--- config.mk ---
export PLATFORM = sky130hd
export DESIGN_NAME = seg_scan_ctrl
export DESIGN_NICKNAME = d
export VERILOG_FILES = /design/src/rtl/seg_scan_ctrl.sv
export SDC_FILE = /design/constraint.sdc
export NUM_CORES = 1
export LEC_CHECK = 0
export ABC_AREA = 0
export CAP_MARGIN = 10
export CORE_ASPECT_RATIO = 1.25
export CORE_MARGIN = 1.5
export CORE_UTILIZATION = 55
export CTS_BUF_LIST = sky130_fd_sc_hd__clkbuf_16
export DETAILED_ROUTE_END_ITERATION = 8
export GPL_TIMING_DRIVEN = 0
export PLACE_DENSITY_LB_ADDON = 0.2
export SLEW_MARGIN = 20
export SYNTH_ARGS = -nofsm -noshare
export SYNTH_HDL_FRONTEND = slang
export SYNTH_SLANG_ARGS = --single-unit
--- constraint.sdc ---
create_clock -name clk -period 2.49 [get_ports clk]
set_input_delay 0.249 -clock clk [delete_from_list [all_inputs] [get_ports clk]]
set_output_delay 0.249 -clock clk [all_outputs]
set_load 0.1 [all_outputs]
--- src/rtl/seg_scan_ctrl.sv ---
// rtl/seg_scan_ctrl.sv - four-digit seven-segment scan controller with frame-aligned double buffering
// Optional feature macro: SEG_LZ_BLANK_EN (leading-zero blanking)
module seg_scan_ctrl #(
  parameter int DIV  = 25000,
  parameter int DEAD = 200
) (
  input  logic        clk,
  input  logic        rst,
  input  logic        en,
  input  logic        load,
  input  logic [15:0] value,
  input  logic [3:0]  dp_mask,
  input  logic [3:0]  blank_mask,
  output logic [3:0]  LEDSEL,
  output logic [7:0]  LEDOUT,
  output logic        frame_tick,
  output logic        upd_done
);

  localparam int CW = (DIV > 2) ? $clog2(DIV) : 1;

  logic [CW-1:0] cnt;
  logic [1:0]    dig;
  logic [15:0]   sh_value, pd_value;
  logic [3:0]    sh_dp, pd_dp;
  logic [3:0]    sh_blank, pd_blank;
  logic          pend;

  logic          slot_end;
  logic          boundary;
  logic [3:0]    nib;
  logic [3:0]    lz_dark;
  logic          dark;
  logic [7:0]    glyph;
  logic [3:0]    nxt_sel;
  logic [7:0]    nxt_out;

  function automatic logic [7:0] hex_glyph(input logic [3:0] h);
    case (h)
      4'h0: return 8'hC0;
      4'h1: return 8'hF9;
      4'h2: return 8'hA4;
      4'h3: return 8'hB0;
      4'h4: return 8'h99;
      4'h5: return 8'h92;
      4'h6: return 8'h82;
      4'h7: return 8'hF8;
      4'h8: return 8'h80;
      4'h9: return 8'h90;
      4'hA: return 8'h88;
      4'hB: return 8'h83;
      4'hC: return 8'hC6;
      4'hD: return 8'hA1;
      4'hE: return 8'h86;
      default: return 8'h8E;
    endcase
  endfunction

  assign slot_end = (cnt == CW'(DIV - 1));
  assign boundary = en && slot_end && (dig == 2'd3);

  always_ff @(posedge clk or negedge rst) begin
    if (!rst) begin
      cnt <= '0;
      dig <= 2'd0;
    end else if (!en) begin
      cnt <= '0;
      dig <= 2'd0;
    end else if (slot_end) begin
      cnt <= '0;
      dig <= dig + 2'd1;
    end else begin
      cnt <= cnt + CW'(1);
    end
  end

  // A load in the boundary cycle still lands in pending; the old pending moves to shadow.
  always_ff @(posedge clk or negedge rst) begin
    if (!rst) begin
      pd_value <= '0;
      pd_dp    <= '0;
      pd_blank <= '0;
      pend     <= 1'b0;
      sh_value <= '0;
      sh_dp    <= '0;
      sh_blank <= '0;
    end else begin
      if (boundary && pend) begin
        sh_value <= pd_value;
        sh_dp    <= pd_dp;
        sh_blank <= pd_blank;
      end
      if (load) begin
        pd_value <= value;
        pd_dp    <= dp_mask;
        pd_blank <= blank_mask;
        pend     <= 1'b1;
      end else if (boundary) begin
        pend     <= 1'b0;
      end
    end
  end

`ifdef SEG_LZ_BLANK_EN
  assign lz_dark = {sh_value[15:12] == 4'h0, sh_value[15:8] == 8'h0, sh_value[15:4] == 12'h0, 1'b0};
`else
  assign lz_dark = 4'b0000;
`endif

  always_comb begin
    nib     = sh_value[{dig, 2'b00} +: 4];
    glyph   = hex_glyph(nib);
    dark    = !en || (cnt < CW'(DEAD)) || sh_blank[dig] || lz_dark[dig];
    nxt_sel = 4'hF;
    nxt_out = 8'hFF;
    if (!dark) begin
      nxt_sel = ~(4'b0001 << dig);
      nxt_out = {glyph[7] & ~sh_dp[dig], glyph[6:0]};
    end
  end

  always_ff @(posedge clk or negedge rst) begin
    if (!rst) begin
      LEDSEL     <= 4'hF;
      LEDOUT     <= 8'hFF;
      frame_tick <= 1'b0;
      upd_done   <= 1'b0;
    end else begin
      LEDSEL     <= nxt_sel;
      LEDOUT     <= nxt_out;
      frame_tick <= boundary;
      upd_done   <= boundary && pend;
    end
  end

endmodule
==> impl_metrics.env <==
export IMPL_timing_critical_path_to_type="flop"
export IMPL_track_usage_pct=20.76
export IMPL_critPathTopFamily="simple AND/OR/NAND/NOR gates"
export IMPL_diodes=0
export IMPL_power_leakage_nw=1.994
export IMPL_final_common_cell="dfrtp_1"
export IMPL_slew_limit_headroom_pct=35.48
export IMPL_fp_dieH_um=94.05
export IMPL_synthesis_area_um2=3647
export IMPL_slew_viol_final=0
export IMPL_clock_latency_ns=0.33
export IMPL_hold_violations=0
export IMPL_synth_edff_count=0
export IMPL_path_buf_inv=2
export IMPL_period_needed_ns=2.431
export IMPL_via_count=2194
export IMPL_timing_critical_path_slowest_cell_delay_ns=0.57
export IMPL_grt_pass1_vias=2257
export IMPL_ys_seq_area_share_pct=55.30
export IMPL_dp_cells=395
export IMPL_dr_pass1_iters=4
export IMPL_critPathKind="flop to flop"
export IMPL_final_antenna_net_count=0
export IMPL_status="finished, final reports clean"
export IMPL_syn_to_final_growth_pct=24.15
export IMPL_grt_start_max_net_pins=44
export IMPL_finalCritPeriodShare_pct=97.63
export IMPL_maxCapViolations=0
export IMPL_root_buffer="clkbuf_16"
export IMPL_power_density_nw_per_um2=633.7
export IMPL_cts_tree="done"
export IMPL_port_buffers=40
export IMPL_ios=42
export IMPL_fin_worst_skew_ns=0.008325
export IMPL_drive_above_1_share_pct=29.88
export IMPL_synthFlopType="dfrtp_1"
export IMPL_arrival_ns=2.64
export IMPL_antenna_found_initial=0
export IMPL_wire_per_inst_um=15.52
export IMPL_cp_start_kind="flop"
export IMPL_final_cell_mix="dfrtp_1 (67), clkdlybuf4s50_1 (39), mux2_2 (35), nor2_1 (22), mux2_4 (19)"
export IMPL_htree_levels=3
export IMPL_ys_warn_count=0
export IMPL_utilization_pct=69.85
export IMPL_synthCells=267
export IMPL_gp_congestion=0.8141
export IMPL_syn_area_per_cell_um2=13.66
export IMPL_clkSinkCount=80
export IMPL_clk_path_buf_depth=2
export IMPL_final_cells=415
export IMPL_synthArstFlopShare_pct=100.0
export IMPL_max_freq_mhz=411.4
export IMPL_wl_um=6441
export IMPL_dp_hpwl_um=4377
export IMPL_nFillCells=477
export IMPL_std_cell_rows=33
export IMPL_die_area_um2=7132
export IMPL_grt_pass1_wl_um=10920
export IMPL_viasPerCell=5.287
export IMPL_nNetsFinal=362
export IMPL_setup_viol=0
export IMPL_ir_drop_uv=429.4
export IMPL_tightest_slew_ns=0.9648
export IMPL_coreArea_um2=6482
export IMPL_dieWidth_um=75.84
export IMPL_grt_overflow=0
export IMPL_crit_chain="or4b_4 -> nor4_4 -> and4_1 -> buf_6 -> buf_12 -> mux2_4"
export IMPL_drt_iter0_drc=79
export IMPL_cts_buffers=9
export IMPL_min_path_type="input port to flop"
export IMPL_yosysUniqueCellTypes=37
export IMPL_syn_nets=306
export IMPL_cp_required_ns=2.69
export IMPL_drc_errors=0
export IMPL_initial_core_util_pct=56.26
export IMPL_path_max_fanout=10
export IMPL_ys_seq_elements=80
export IMPL_clk_pin_slew_ns=0.06
export IMPL_slowest_stage="or4b_4"
[cells by family after synthesis]
group | share of synthesized area (%)
DFF | 55.30
muxes | 23.29
and+or+nand+nor | 8.439
buffers and inverters | 3.190
AOI/OAI and AO/OA | 2.642
xor gates and xnor gates | 3.362
adders and majority gates | 3.774
[Yosys cell counts (2+ instances only)]
| cell | count | area (um2) |
|---|---|---|
| a21oi_1 | 4 | 20.02 |
| and3_1 | 2 | 12.51 |
| buf_12 | 2 | 40.04 |
| clkbuf_1 | 6 | 22.52 |
| dfrtp_1 | 68 | 1702 |
| dfstp_2 | 12 | 315.3 |
| ha_1 | 11 | 137.6 |
| inv_1 | 9 | 33.78 |
| mux2_2 | 35 | 394.1 |
| mux2_4 | 19 | 285.3 |
| mux2i_1 | 8 | 80.08 |
| mux4_2 | 4 | 90.09 |
| nand2_1 | 15 | 56.30 |
| nand3_1 | 9 | 45.04 |
| nand4_1 | 3 | 18.77 |
| nor2_1 | 22 | 82.58 |
| nor3_1 | 3 | 15.01 |
| nor4_1 | 2 | 12.51 |
| o21ai_0 | 2 | 10.01 |
| o311ai_0 | 2 | 17.52 |
| xnor2_1 | 5 | 43.79 |
| xor2_1 | 9 | 78.83 |
[state kept, by name, summed over array words and instances (netlist names)]
register	cells
dig	2
pd_blank	4
sh_dp	4
upd_done	1
cnt	15
pd_value	16
pd_dp	4
LEDSEL	4
pend	1
sh_value	16
LEDOUT	8
frame_tick	1
sh_blank	4
[per-stage QoR]
step / area (um2) / power [mW] / hold slack, ns / setup TNS (ns) / setup WS (ns)
after floorplan: 3647 / 1.443 / -0.04659 / 0 / 0.2467
after global routing: 4528 / 2.974 / 0.4018 / -0.2019 / -0.02111
after CTS: 4496 / 2.900 / 0.3896 / 0 / 0.03068
after detailed placement: 4174 / 1.532 / 0.2380 / 0 / 0.08167
after global placement: 4156 / 1.522 / 0.4750 / -110.91 / -1.524
final: 4528 / 2.870 / 0.3900 / 0 / 0.05909
[worst register-to-register path, stage by stage (launching register included)]
cell and delay [ns]:
dfrtp_2 0.45, or4b_4 0.57, nor4_4 0.38, and4_1 0.28
buf_6 0.16, buf_12 0.16, mux2_4 0.31
[per-layer routing]
metal  part of all wire [%]  vias to the layer above  routed length (um)  track usage (%)
met5                      0                        -                   0                0
li1                       -                     1046                   -                -
met3                    2.4                       11                 154            3.648
met4                    1.5                        0                  97            8.333
met1                     44                     1099                2855            27.12
met2                     52                       38                3333            33.70
[worst paths after layout]
kind | from | end | slack, ns | cells past startpoint
worst max-delay path | cnt[6] | sh_value[4] | 0.06 | 6
worst min-delay path | load | pd_value[4] | 0.39 | 2
worst max register to register | cnt[6] | sh_value[4] | 0.06 | 6
worst min register to register | cnt[0] | cnt[0] | 0.49 | 1
max in group asynchronous | rst | LEDOUT[7] | 1.45 | 3
min in group asynchronous | rst | cnt[7] | 0.42 | 2
[report_power, final]
group | switching [mW] | internal (mW) | total (mW)
Combinational | 0.0559 | 0.0803 | 0.136
Clock | 0.494 | 0.870 | 1.36
Sequential | 0.0250 | 1.34 | 1.37
Total | 0.575 | 2.29 | 2.87
[repair_timing]
action | 4_1_cts | 5_1_grt
hold buffers | 1 | 0
gates resized for setup | 0 | 4
endpoints found under the setup margin | 0 | 28
buffers inserted | 0 | 3
hold endpoints to repair | 26 | 0
[cell type report]
cell class / count / area [um2] / share of cell area [%]
inverters: 9 / 33.78 / 0.7461
clock inverters: 7 / 86.33 / 1.907
well taps: 87 / 108.9 / 2.404
clock buffers: 9 / 225.2 / 4.974
multi-input cells: 167 / 1520 / 33.57
plain buffers: 11 / 85.08 / 1.879
flip-flops and latches: 80 / 2018 / 44.57
repair buffers: 45 / 450.4 / 9.948
Note: power is estimated with default switching activity, not from simulation.
